<file path="src/rtl/r2otfc.sv">
// r2otfc: radix-2 on-the-fly converter turning an MSDF signed-digit stream into an N+1 bit
// two's-complement result using carry-free Q/QM shift-and-select registers.
module r2otfc #(
   parameter int N = 8
) (
   input  logic         clk,
   input  logic         reset,
   input  logic [1:0]   s_j,
   input  logic         d_valid,
   input  logic         d_first,
   output logic [N:0]   q,
   output logic         q_valid,
   output logic         busy,
   output logic         digit_err
);
   localparam int CW = $clog2(N + 1);
   // Only the low N bits of Q/QM ever feed a later shift; bit N is pure sign extension.
   logic [N-1:0] qr, qmr, bq, bqm;
   logic [N:0]   q_nxt, qm_nxt;
   logic [CW-1:0] cnt, cnt_nxt;
   logic acc, pos, neg, ill, done;
   always_comb begin
      acc     = d_valid & (d_first | busy);
      pos     = s_j == 2'b01;
      neg     = s_j == 2'b11;
      ill     = s_j == 2'b10;
      bq      = d_first ? '0 : qr;
      bqm     = d_first ? '1 : qmr;
      q_nxt   = neg ? {bqm, 1'b1} : {bq, pos};
      qm_nxt  = pos ? {bq, 1'b0} : {bqm, ~neg};
      cnt_nxt = (d_first ? CW'(0) : cnt) + CW'(1);
      done    = cnt_nxt == CW'(N);
   end
   always_ff @(posedge clk) begin
      if (reset) begin
         q         <= '0;
         q_valid   <= 1'b0;
         busy      <= 1'b0;
         digit_err <= 1'b0;
         qr        <= '0;
         qmr       <= '1;
         cnt       <= '0;
      end else begin
         q_valid <= acc & done;
         if (acc) begin
            qr        <= q_nxt[N-1:0];
            qmr       <= qm_nxt[N-1:0];
            busy      <= ~done;
            cnt       <= done ? CW'(0) : cnt_nxt;
            digit_err <= ill | (digit_err & ~d_first);
            if (done) q <= q_nxt;
         end
      end
   end
endmodule

</file>
<file path="config.mk">
export PLATFORM = sky130hd
export DESIGN_NAME = r2otfc
export DESIGN_NICKNAME = d
export VERILOG_FILES = /design/src/rtl/r2otfc.sv
export SDC_FILE = /design/constraint.sdc
export NUM_CORES = 1
export LEC_CHECK = 0
export CAP_MARGIN = 30
export CORE_ASPECT_RATIO = 0.5
export CORE_MARGIN = 5
export CORE_UTILIZATION = 51
export CTS_BUF_LIST = sky130_fd_sc_hd__clkbuf_8
export CTS_CLUSTER_DIAMETER = 40
export DETAILED_ROUTE_END_ITERATION = 6
export PLACE_DENSITY = 0.77
export SLEW_MARGIN = 15
export SYNTH_ARGS = -nofsm -noshare
export SYNTH_HDL_FRONTEND = slang
export SYNTH_SLANG_ARGS = --single-unit
</file>
<file path="constraint.sdc">
create_clock -name clk -period 1.7 [get_ports clk]
set_input_delay 0.34 -clock clk [delete_from_list [all_inputs] [get_ports clk]]
set_output_delay 0.34 -clock clk [all_outputs]
set_load 0.01 [all_outputs]
</file>
==> results of run 1 <==
## worst paths after layout
kind / start / to / slack [ps] / depth (start not counted)
setup / recovery: busy / busy / 90 / 1
hold / removal: qr[2] / qr[2] / 470 / 2
setup reg to reg: cnt[0] / q[5] / 160 / 6
hold reg to reg: qr[2] / qr[2] / 470 / 2
## cell families after synthesis
logic type,after synthesis,synth area share (%)
buf+inv,14,4.60
compound gates,59,27.8
flops,32,44.4
simple gates,61,21.0
fa+ha+maj,1,0.867
mux,2,1.39
## final cells by class
cell class                 instances  area (sq um)  area share (%)
clock buffer                       5          68.8            3.68
sequential                        32           641            34.3
tap                               37          46.3            2.48
multi-input combinational        123           737            39.4
timing repair buffer              38           327            17.5
inverter                           3          11.3           0.602
clock inverter                     3          38.8            2.07
## metrics by stage
| stage | hold slack (ps) | instance area (sq um) | TNS, ps | setup WS (ps) | cells |
|---|---|---|---|---|---|
| after global placement | 445 | 1750 | -7280 | -337 | 232 |
| after floorplan | 434 | 1440 | 0 | 53.0 | 169 |
| after CTS | 473 | 1870 | 0 | 71.8 | 241 |
| final | 473 | 1870 | 0 | 85.2 | 241 |
| after global routing | 491 | 1870 | 0 | 4.33 | 241 |
| after detailed placement | 458 | 1750 | -8530 | -402 | 232 |
## cell usage after synthesis, drive strengths merged (2+ instances only)
cell	n	area share (%)
nor2b	12	5.2
o21ai	11	4.1
o211ai	2	1.0
o221ai	6	3.6
a2bb2oi	6	3.6
a211o	7	4.2
dfxtp	32	44
buf	6	2.5
inv	3	0.78
mux2i	2	1.4
nand2	21	5.5
a21oi	20	6.9
nand2b	2	0.87
clkbuf	5	1.3
a22oi	2	1.0
nor2	14	3.6
nor3	4	1.4
## registers in the layout, indices dropped and copies added (netlist names)
register,flops
busy,1
digit_err,1
cnt,4
qmr,8
qr,8
q_valid,1
q,9
## per-layer routing
metal / up-vias / track usage (%) / share of wire [%]
met5: - / 0 / 0
met4: 0 / 9.78 / 1.4
met3: 6 / 6.19 / 5.1
met2: 34 / 34.4 / 45
met1: 654 / 25.4 / 48
li1: 673 / - / -
## cell usage in the layout (no fill, tap or decap), types with 4 or more instances in the layout
cell             netlist  layout
nand2_1               21      21
dfxtp_1               32      32
a211o_1                7       7
a2bb2oi_1              6       6
clkbuf_8               0       5
nor3_1                 4       4
o21ai_0               10      10
nor2b_1               12      12
inv_1                  3       4
nor2_1                14      14
buf_4                  0      21
clkdlybuf4s50_1        0      16
o221ai_1               6       6
a21oi_1               20      20
## report_power, final
group          internal (mW)  switching [mW]
Combinational         0.0829          0.0926
Sequential             0.777          0.0226
Clock                  0.429           0.282
## repair_timing
action / CTS / global route
buffers inserted: 1 / 0
gates resized for setup: 1 / 1
pin swaps: 0 / 0
setup endpoints to repair: 17 / 3
==> metrics.md, run 1 <==
| Metric | Value |
|---|---|
| Post-synth EDFFs | 0 |
| Layout cell share with drive strength beyond 1 | 15.7% |
| CP Capture Type | output pin |
| Crit path cell chain | clkdlybuf4s50_1 |
| Outcome | complete, no violations |
| Class of the worst hold path | flop to flop |
| Power Density | 902 mW/mm^2 |
| Synthesis warning total | 0 |
| Post-DP HPWL | 2460 um |
| Setup violations, final | 0 |
| Die height | 47.6 um |
| Root buffer cell | clkbuf_8 |
| Mapped cell area | 0.00144 sq mm |
| DR WL/cell | 15.3 um |
| Routability congestion estimate | 0.849 |
| Starting DRT DRC Count | 66 |
| Core Region | 0.00265 sq mm |
| Sequential fraction of the synthesis area | 44.4% |
| # H-tree levels | 2 |
| Fillers | 230 |
| Unrepaired setup endpoints after global routing | no |
| Vias in the first global route | 1338 |
| Starting Density | 54.4% |
| Relative slew slack | 76.9% |
| Async SR Flop Fraction | 0% |
| Clock Path Buffers | 2 |
| Clock Latency Late Sink | 280 ps |
| Via count | 1367 |
| Crit-path slowest cell | clkdlybuf4s50_1 |
| Lkg Pwr | 0.718 nW |
| TritonCTS clock tree | done |
| Post-synthesis cell type count | 33 |
| TritonRoute pass-1 iters | 4 |
| # diodes | 0 |
| Max VDD drop | 0.529 mV |
| CP Max Fanout | 6 |
| Die Wd | 85.2 um |
| CP arrival | 1270 ps |
| Final hold violation count | 0 |
| DRC violation count after routing | 0 |
| Pin count of the biggest net entering global routing | 18 |
| Hold_buf cts | 0 |
| Number of I/O port buffers | 17 |
| Fin nets | 210 |
| Final min period | 1610 ps |
| Startpoint types | flop |
| Critical Path RT | 1360 ps |
| Total clock buffers created by CTS | 5 |
| First-pass GRT wire length | 6280 um |
| Num ports | 18 |
| Total clock sinks | 32 |
| Routed WL | 3700 um |
| Global-route usage over all layers | 20.6% |
| Measured slew at the worst slew-check pin | 347 ps |
| DR vias/cell | 5.67 |
| Final Util | 70.5% |
| #FFs+latches synth | 32 |
| Clk slew on worst S/H paths | 60 ps |
| Syn Area/Cell | 8.54 sq um |
| Final ANT Viol Nets | 0 |
| GRT Residual Overflow | 0 |
| Fmax | 619 MHz |
| Pins Over Slew Limit | 0 |
| Dominant synthesized flop cell | dfxtp_1 |
| Setup CP Type | flop to output pin |
| Area Growth Syn to Fin | 29.6% |
| Full die area | 0.00406 sq mm |
| Total power draw | 1.69 mW |
| Period utilisation layout | 95.0% |
| Row Count | 13 |
| Crit path buf inv count | 1 |
| Number of max-cap violations | 0 |
| Largest delay share family, worst path | buffers and inverters |
| Layout Skew | 3.63 ps |
| Syn_nets | 176 |
| Initial antenna violation count | 0 |
| Syn Inst Count | 169 |
| Worst path max stage delay | 570 ps |
Note: power is estimated with default switching activity, not from simulation.
==> inputs of run 2 (changes only) <==
- ABC_AREA: unset -> 1
- CORE_UTILIZATION: 51 -> 52
- PLACE_DENSITY: 0.77 -> 0.78
==> metrics.md, run 2 <==
| Metric | Value |
|---|---|
| Outcome | complete, no violations |
| Final ANT Viol Nets | 0 (unchanged) |
| TritonCTS clock tree | done |
| Num ports | 18 (unchanged) |
| Worst Min Path Start | qmr[2] |
| Dominant synthesized flop cell | dfxtp_1 |
| Worst path max stage delay | 570 ps (about the same) |
| DR vias/cell | 5.48 (-3.3%) |
| Measured slew at the worst slew-check pin | 467 ps (+120 ps) |
| Starting Density | 56.7% (+2.3 points) |
| Syn Area/Cell | 7.45 sq um (-13%) |
| Total clock sinks | 32 (unchanged) |
| Row Count | 13 (unchanged) |
| Vias in the first global route | 1404 (+4.9%) |
| Syn_nets | 214 (+22%) |
| Max VDD drop | 0.485 mV (-8.4%) |
| Setup CP Type | flop to output pin |
| Post-DP HPWL | 2790 um (+13%) |
| Crit-path slowest cell | clkdlybuf4s50_1 |
| Most Used Layer, Global Route | met2 |
| DRC violation count after routing | 0 (unchanged) |
| Period utilisation layout | 95.2% (+0.16 points) |
| Class of the worst hold path | flop to flop |
| Final hold violation count | 0 (unchanged) |
| Area post-placement | 0.00183 sq mm (+4.1%) |
| Reg2reg setup slack | 290 ps (+130 ps) |
| Synthesis warning total | 0 (unchanged) |
| Post-synth EDFFs | 0 (unchanged) |
| Placed insts | 267 (+15%) |
| Number of I/O port buffers | 17 (unchanged) |
| Clock Path Buffers | 2 (unchanged) |
| Sequential fraction of the synthesis area | 41.6% (-2.8 points) |
| #FFs+latches synth | 32 (unchanged) |
| Crit path cell chain | clkdlybuf4s50_1 |
| Largest cells by area after synthesis | dfxtp_1 (42%), o21ai_0 (11%), a21oi_1 (8.8%) |
| Hold path cells | 2 (unchanged) |
| Fillers | 220 (-4.3%) |
| Largest delay share family, worst path | buffers and inverters |
| CP Capture Type | output pin |
| Fmax | 618 MHz (-0.17%) |
| Power Density | 842 mW/mm^2 (-6.6%) |
| # diodes | 0 (unchanged) |
| Top cell type's share of synthesized area | 41.6% (-2.8 points) |
| Relative slew slack | 68.5% (-8.4 points) |
| Full die area | 0.00422 sq mm (+4.0%) |
| Root buffer cell | clkbuf_8 |
| Capturing point of the worst reg2reg path | q[0] |
| Die Wd | 87 um (+2.1%) |
| Area Growth Syn to Fin | 24.8% |
| TritonRoute pass-1 iters | 4 (unchanged) |
| Initial antenna violation count | 0 (unchanged) |
| First-pass GRT wire length | 6550 um (+4.3%) |
| Biggest register | q |
| Starting DRT DRC Count | 102 (+55%) |
| Most common cell after layout, fill and taps aside | o21ai_0 |
| Post-synthesis cell type count | 25 (-24%) |
| Design area | 0.00192 sq mm (+2.9%) |
| Largest regs | q (9), qmr (8), qr (8) |
| Worst R2R Start | cnt[1] |
| Layout Skew | 6.11 ps (+2.48 ps) |
| Clk slew on worst S/H paths | 70 ps (about the same) |
| Cell with the most instances after synthesis | o21ai_0 |
| Max reg flops | 9 (unchanged) |
| Crit path buf inv count | 1 (unchanged) |
| Final min period | 1620 ps (+2.77 ps) |
| Hold_buf cts | 0 (unchanged) |
| Pins Over Slew Limit | 0 (unchanged) |
| DR WL/cell | 14.4 um (-5.8%) |
| Critical Path RT | 1360 ps (about the same) |
| Number of max-cap violations | 0 (unchanged) |
| Lkg Pwr | 0.850 nW (+18%) |
| Yosys top cell by area | dfxtp_1 |
| Pin count of the biggest net entering global routing | 30 (+12) |
| Worst Reg-to-Reg Cells | 8 (+2) |
| Core Region | 0.00272 sq mm (+2.5%) |
| Via count | 1508 (+10%) |
| Fin nets | 244 (+16%) |
| GR Util met2 | 31.4% (-3.1 points) |
| Startpoint types | flop |
| Post-CTS Setup Bufs | 0 (-1) |
| Syn Inst Count | 207 (+22%) |
| Clock Latency Late Sink | 280 ps (about the same) |
| Mapped cell area | 0.00154 sq mm (+6.9%) |
| Layout cell share with drive strength beyond 1 | 17.6% (+2.0 points) |
| CP Max Fanout | 3 (-3) |
| Unrepaired setup endpoints after global routing | no |
| Setup violations, final | 0 (unchanged) |
| Total clock buffers created by CTS | 5 (unchanged) |
| Routability congestion estimate | 0.816 (-3.8%) |
| End point of the worst hold path | qmr[2] |
| Global-route usage over all layers | 19.9% (-0.68 points) |
| CP arrival | 1280 ps (about the same) |
| # H-tree levels | 2 (unchanged) |
| Met3 Use GR | 5.56% (-0.62 points) |
| Die height | 48.5 um (+1.9%) |
| GRT Residual Overflow | 0 (unchanged) |
| Commonest cells after routing, fill and taps aside | o21ai_0 (34), nand2_1 (32), dfxtp_1 (32), a21oi_1 (27), inv_1 (22) |
| Met1 usage | 26.1% (+0.70 points) |
| Routed WL | 3970 um (+7.4%) |
| Final cell count without fillers | 275 (+14%) |
| Async SR Flop Fraction | 0% (unchanged) |
| Top cells by count, synth | o21ai_0 (34), nand2_1 (33), dfxtp_1 (32), a21oi_1 (27), inv_1 (20) |
run 2: changes by cell type after synthesis, moves of 5 or more:
cell / delta
a21oi_1: +7
a211o_1: -7
nor2b_1: -12
a2bb2oi_1: -6
or2_2: +5
nor3_1: +5
inv_1: +17
nand2_1: +12
o221ai_1: -6
nor2_1: -8
nand3_1: +14
o21ai_0: +24
run 2: worst max path at each step:
stage | from | to | slack [ps] | cells after the start
5_1_grt | busy | busy | 50 | 1
3_3_place_gp | d_first | q[5] | -250 | 7
6_report | busy | busy | 80 | 1
2_1_floorplan | d_first | q[7] | 120 | 9
4_1_cts | d_first | q[0] | 10 | 10
3_5_place_dp | d_first | qmr[1] | -320 | 6
run 2: final cells by class:
class	count	area, sq um	area share (%)
multi-input combinational	139	734	38.2
sequential	32	641	33.3
timing repair buffer	35	320	16.6
inverter	24	92.6	4.81
clock buffer	6	82.6	4.29
tap	37	46.3	2.41
clock inverter	2	7.51	0.390
run 2: per-layer routing:
metal	wire length, um	share of wire, %
met3	318	8.0
met4	73	1.8
met5	0	0
met2	1760	44
met1	1820	46
run 2: repair_timing:
| action | CTS | global route |
|---|---|---|
| pin swaps | 1 | 0 |
| endpoints found under the setup margin | 2 | 14 |
| resized for setup | 1 | 2 |
run 2: logic make-up (layout without fill, tap and decap cells):
kind of cell	Yosys count	after routing	share of synthesized area [%]
AO/OA/AOI/OAI	65	65	23.1
adder cells (fa/ha/maj)	1	1	0.812
buffers and inverters	36	67	11.0
flip-flops	32	32	41.6
AND/OR/NAND/NOR	73	73	23.6
run 2: report_power, final:
| part | switching (mW) | total, mW | internal, mW |
|---|---|---|---|
| Combinational | 0.133 | 0.222 | 0.0887 |
| Sequential | 0.0223 | 0.809 | 0.787 |
| Clock | 0.271 | 0.589 | 0.318 |
run 2: through the flow:
stage	worst slack, ps	power, mW	TNS (ps)	hold slack, ps	util [%]
4_1_cts	12.7	1.62	0	472	70.7
2_1_floorplan	121	0.961	0	435	-
6_report	82.4	1.62	0	471	70.8
3_5_place_dp	-322	1.04	-7730	457	67.3
5_1_grt	54.6	1.69	0	485	70.8
3_3_place_gp	-249	1.03	-5960	449	67.3
run 2: worst reg2reg max path, stage by stage, from the launching register on:
cell     delay [ps]
dfxtp_1         340
inv_1            60
nor2_1           90
ha_1            150
inv_1            80
nor3_4          270
nand2_4         150
nand3_1         110
nand2_1          60
==> inputs of run 3 (changes only) <==
--- a/config.mk
+++ b/config.mk
@@ -6,13 +6,12 @@
 export NUM_CORES = 1
 export LEC_CHECK = 0
-export ABC_AREA = 1
 export CAP_MARGIN = 30
 export CORE_ASPECT_RATIO = 0.5
 export CORE_MARGIN = 5
-export CORE_UTILIZATION = 52
+export CORE_UTILIZATION = 51
 export CTS_BUF_LIST = sky130_fd_sc_hd__clkbuf_8
 export CTS_CLUSTER_DIAMETER = 40
 export DETAILED_ROUTE_END_ITERATION = 6
-export PLACE_DENSITY = 0.78
+export PLACE_DENSITY = 0.77
 export SLEW_MARGIN = 15
 export SYNTH_ARGS = -nofsm -noshare
==> constraint.sdc (replaced) <==
create_clock -name clk -period 1.7 [get_ports clk]
set_input_delay 0.34 -clock clk [delete_from_list [all_inputs] [get_ports clk]]
set_output_delay 0.34 -clock clk [all_outputs]
set_load 0.05 [all_outputs]
==> metrics.md, run 3 (synthesis results as in run 1) <==
| Metric | Value |
|---|---|
| Biggest register | q |
| Total clock sinks | 32 (unchanged) |
| GRT Residual Overflow | 0 (unchanged) |
| Max VDD drop | 0.571 mV (+18%) |
| Row Count | 13 (unchanged) |
| Design area | 0.00186 sq mm (-3.4%) |
| DR WL/cell | 13.9 um (-4.0%) |
| Placement Setup Slack | -362 ps (-40.9 ps) |
| # diodes | 0 (unchanged) |
| Clk slew on worst S/H paths | 60 ps (about the same) |
| Hold_buf cts | 0 (unchanged) |
| Commonest cells after routing, fill and taps aside | dfxtp_1 (32), buf_4 (29), nand2_1 (21), a21oi_1 (20), nor2_1 (14) |
| # H-tree levels | 2 (unchanged) |
| Relative slew slack | 74.3% (+5.8 points) |
| Final cell count without fillers | 239 (-13%) |
| Core Region | 0.00265 sq mm (-2.4%) |
| Vias in the first global route | 1202 (-14%) |
| Setup CP Type | input port to flop |
| DR vias/cell | 5.72 (+4.3%) |
| Layout Skew | 8.43 ps (+2.31 ps) |
| Starting Density | 54.4% (-2.3 points) |
| Post-DP HPWL | 2210 um (-21%) |
| First-pass GRT wire length | 5540 um (-15%) |
| Initial antenna violation count | 0 (unchanged) |
| Routability congestion estimate | 0.863 (+5.7%) |
| Starting DRT DRC Count | 102 (unchanged) |
| Number of max-cap violations | 0 (unchanged) |
| Clock Latency Late Sink | 280 ps (about the same) |
| Lkg Pwr | 0.742 nW (-13%) |
| Worst Min Path Start | q[8] |
| Fmax | 624 MHz (+0.88%) |
| TNS Setup | 0 ps (unchanged) |
| Final hold violation count | 0 (unchanged) |
| Final ANT Viol Nets | 0 (unchanged) |
| Pins Over Slew Limit | 0 (unchanged) |
| Num ports | 18 (unchanged) |
| Measured slew at the worst slew-check pin | 386 ps (-81.8 ps) |
| Startpoint types | input port |
| Pin count of the biggest net entering global routing | 27 (-10%) |
| CP Max Fanout | 9 (+6) |
| Crit. Startpoint | d_valid |
| Max reg flops | 9 (unchanged) |
| Layout cell share with drive strength beyond 1 | 21.8% (+4.1 points) |
| Full die area | 0.00406 sq mm (-3.8%) |
| Largest regs | q (9), qmr (8), qr (8) |
| Fillers | 226 (+2.7%) |
| Fin nets | 208 (-15%) |
| Critical Path RT | 1910 ps (+550 ps) |
| Worst R2R Start | cnt[0] |
| Placed insts | 230 (-14%) |
| Unrepaired setup endpoints after global routing | no |
| DRC violation count after routing | 0 (unchanged) |
| Clock Path Buffers | 2 (unchanged) |
| Die Wd | 85.2 um (-2.1%) |
| Class of the worst hold path | flop to flop |
| Via count | 1367 (-9.4%) |
| TritonRoute pass-1 iters | 5 (+1) |
| Root buffer cell | clkbuf_8 |
| Number of I/O port buffers | 17 (unchanged) |
| Period utilisation layout | 94.3% (-0.83 points) |
| TritonCTS clock tree | done |
| Total clock buffers created by CTS | 5 (unchanged) |
| Power Density | 909 mW/mm^2 (+8.0%) |
| Area Growth Syn to Fin | 28.9% |
| Global-route usage over all layers | 18.0% (-1.9 points) |
| Setup WS post-layout | 96.5 ps (+14.1 ps) |
| CP arrival | 1820 ps (+540 ps) |
| Final min period | 1600 ps (-14.1 ps) |
| CP Capture Type | flop |
| Outcome | complete, no violations |
| Die height | 47.6 um (-1.8%) |
| Area post-placement | 0.00173 sq mm (-5.1%) |
| Most common cell after layout, fill and taps aside | dfxtp_1 |
| Routed WL | 3310 um (-17%) |
| Setup violations, final | 0 (unchanged) |
[run 3: cell types whose count changed in the layout (fill, tap and decap cells not counted), moves of 6 or more]
cell and change:
nand2_1 -11, inv_1 -18, o21ai_0 -24, nor2b_1 +10, a2bb2oi_1 +6, a211o_1 +7, clkdlybuf4s50_1 -12, nor2_1 +8
nand3_1 -14, buf_4 +12, a21oi_1 -7
[run 3: path summary, 6_finish.rpt]
path	end	slack, ps	cells past startpoint
worst min register to register	q[8]	470	2
worst min-delay path	q[8]	470	2
worst max register to register	q[8]	160	5
worst max-delay path	qr[6]	100	5
[run 3: critical path, cell delays in order]
cell,delay (ps)
clkdlybuf4s50_1,580
o21a_1,400
o221ai_1,220
buf_4,170
a21oi_1,100
[run 3: per-stage QoR]
step / hold WS, ps / total power, mW / util [%]
2_1_floorplan: 434 / 0.921 / -
3_3_place_gp: 444 / 0.993 / 65.4
3_5_place_dp: 451 / 0.995 / 65.4
4_1_cts: 469 / 1.70 / 70.1
5_1_grt: 483 / 1.76 / 70.1
6_report: 468 / 1.69 / 70.1
[run 3: timing repair]
action	CTS	global route
buffers inserted	1	0
setup endpoints to repair	8	0
resized for setup	4	0
[run 3: routing by layer]
| layer | up-vias | global-route usage [%] | wire length [um] |
|---|---|---|---|
| li1 | 671 | - | - |
| met1 | 642 | 23.1 | 1590 |
| met2 | 52 | 28.4 | 1490 |
| met3 | 2 | 6.87 | 214 |
| met4 | 0 | 6.62 | 18 |
| met5 | - | 0 | 0 |
[run 3: where the power goes]
part | switching [mW] | total, mW | internal (mW)
clock | 0.278 | 0.707 | 0.428
sequential | 0.0232 | 0.800 | 0.777
combinational | 0.0973 | 0.184 | 0.0864
total | 0.399 | 1.69 | 1.29
[run 3: layout make-up]
type	instances	area (sq um)	area share [%]
Multi-Input combinational cell	123	747	40.2
Inverter	3	11.3	0.606
Sequential cell	32	641	34.5
Timing Repair Buffer	36	307	16.5
Clock inverter	3	38.8	2.09
Clock buffer	5	68.8	3.70
Tap cell	37	46.3	2.49
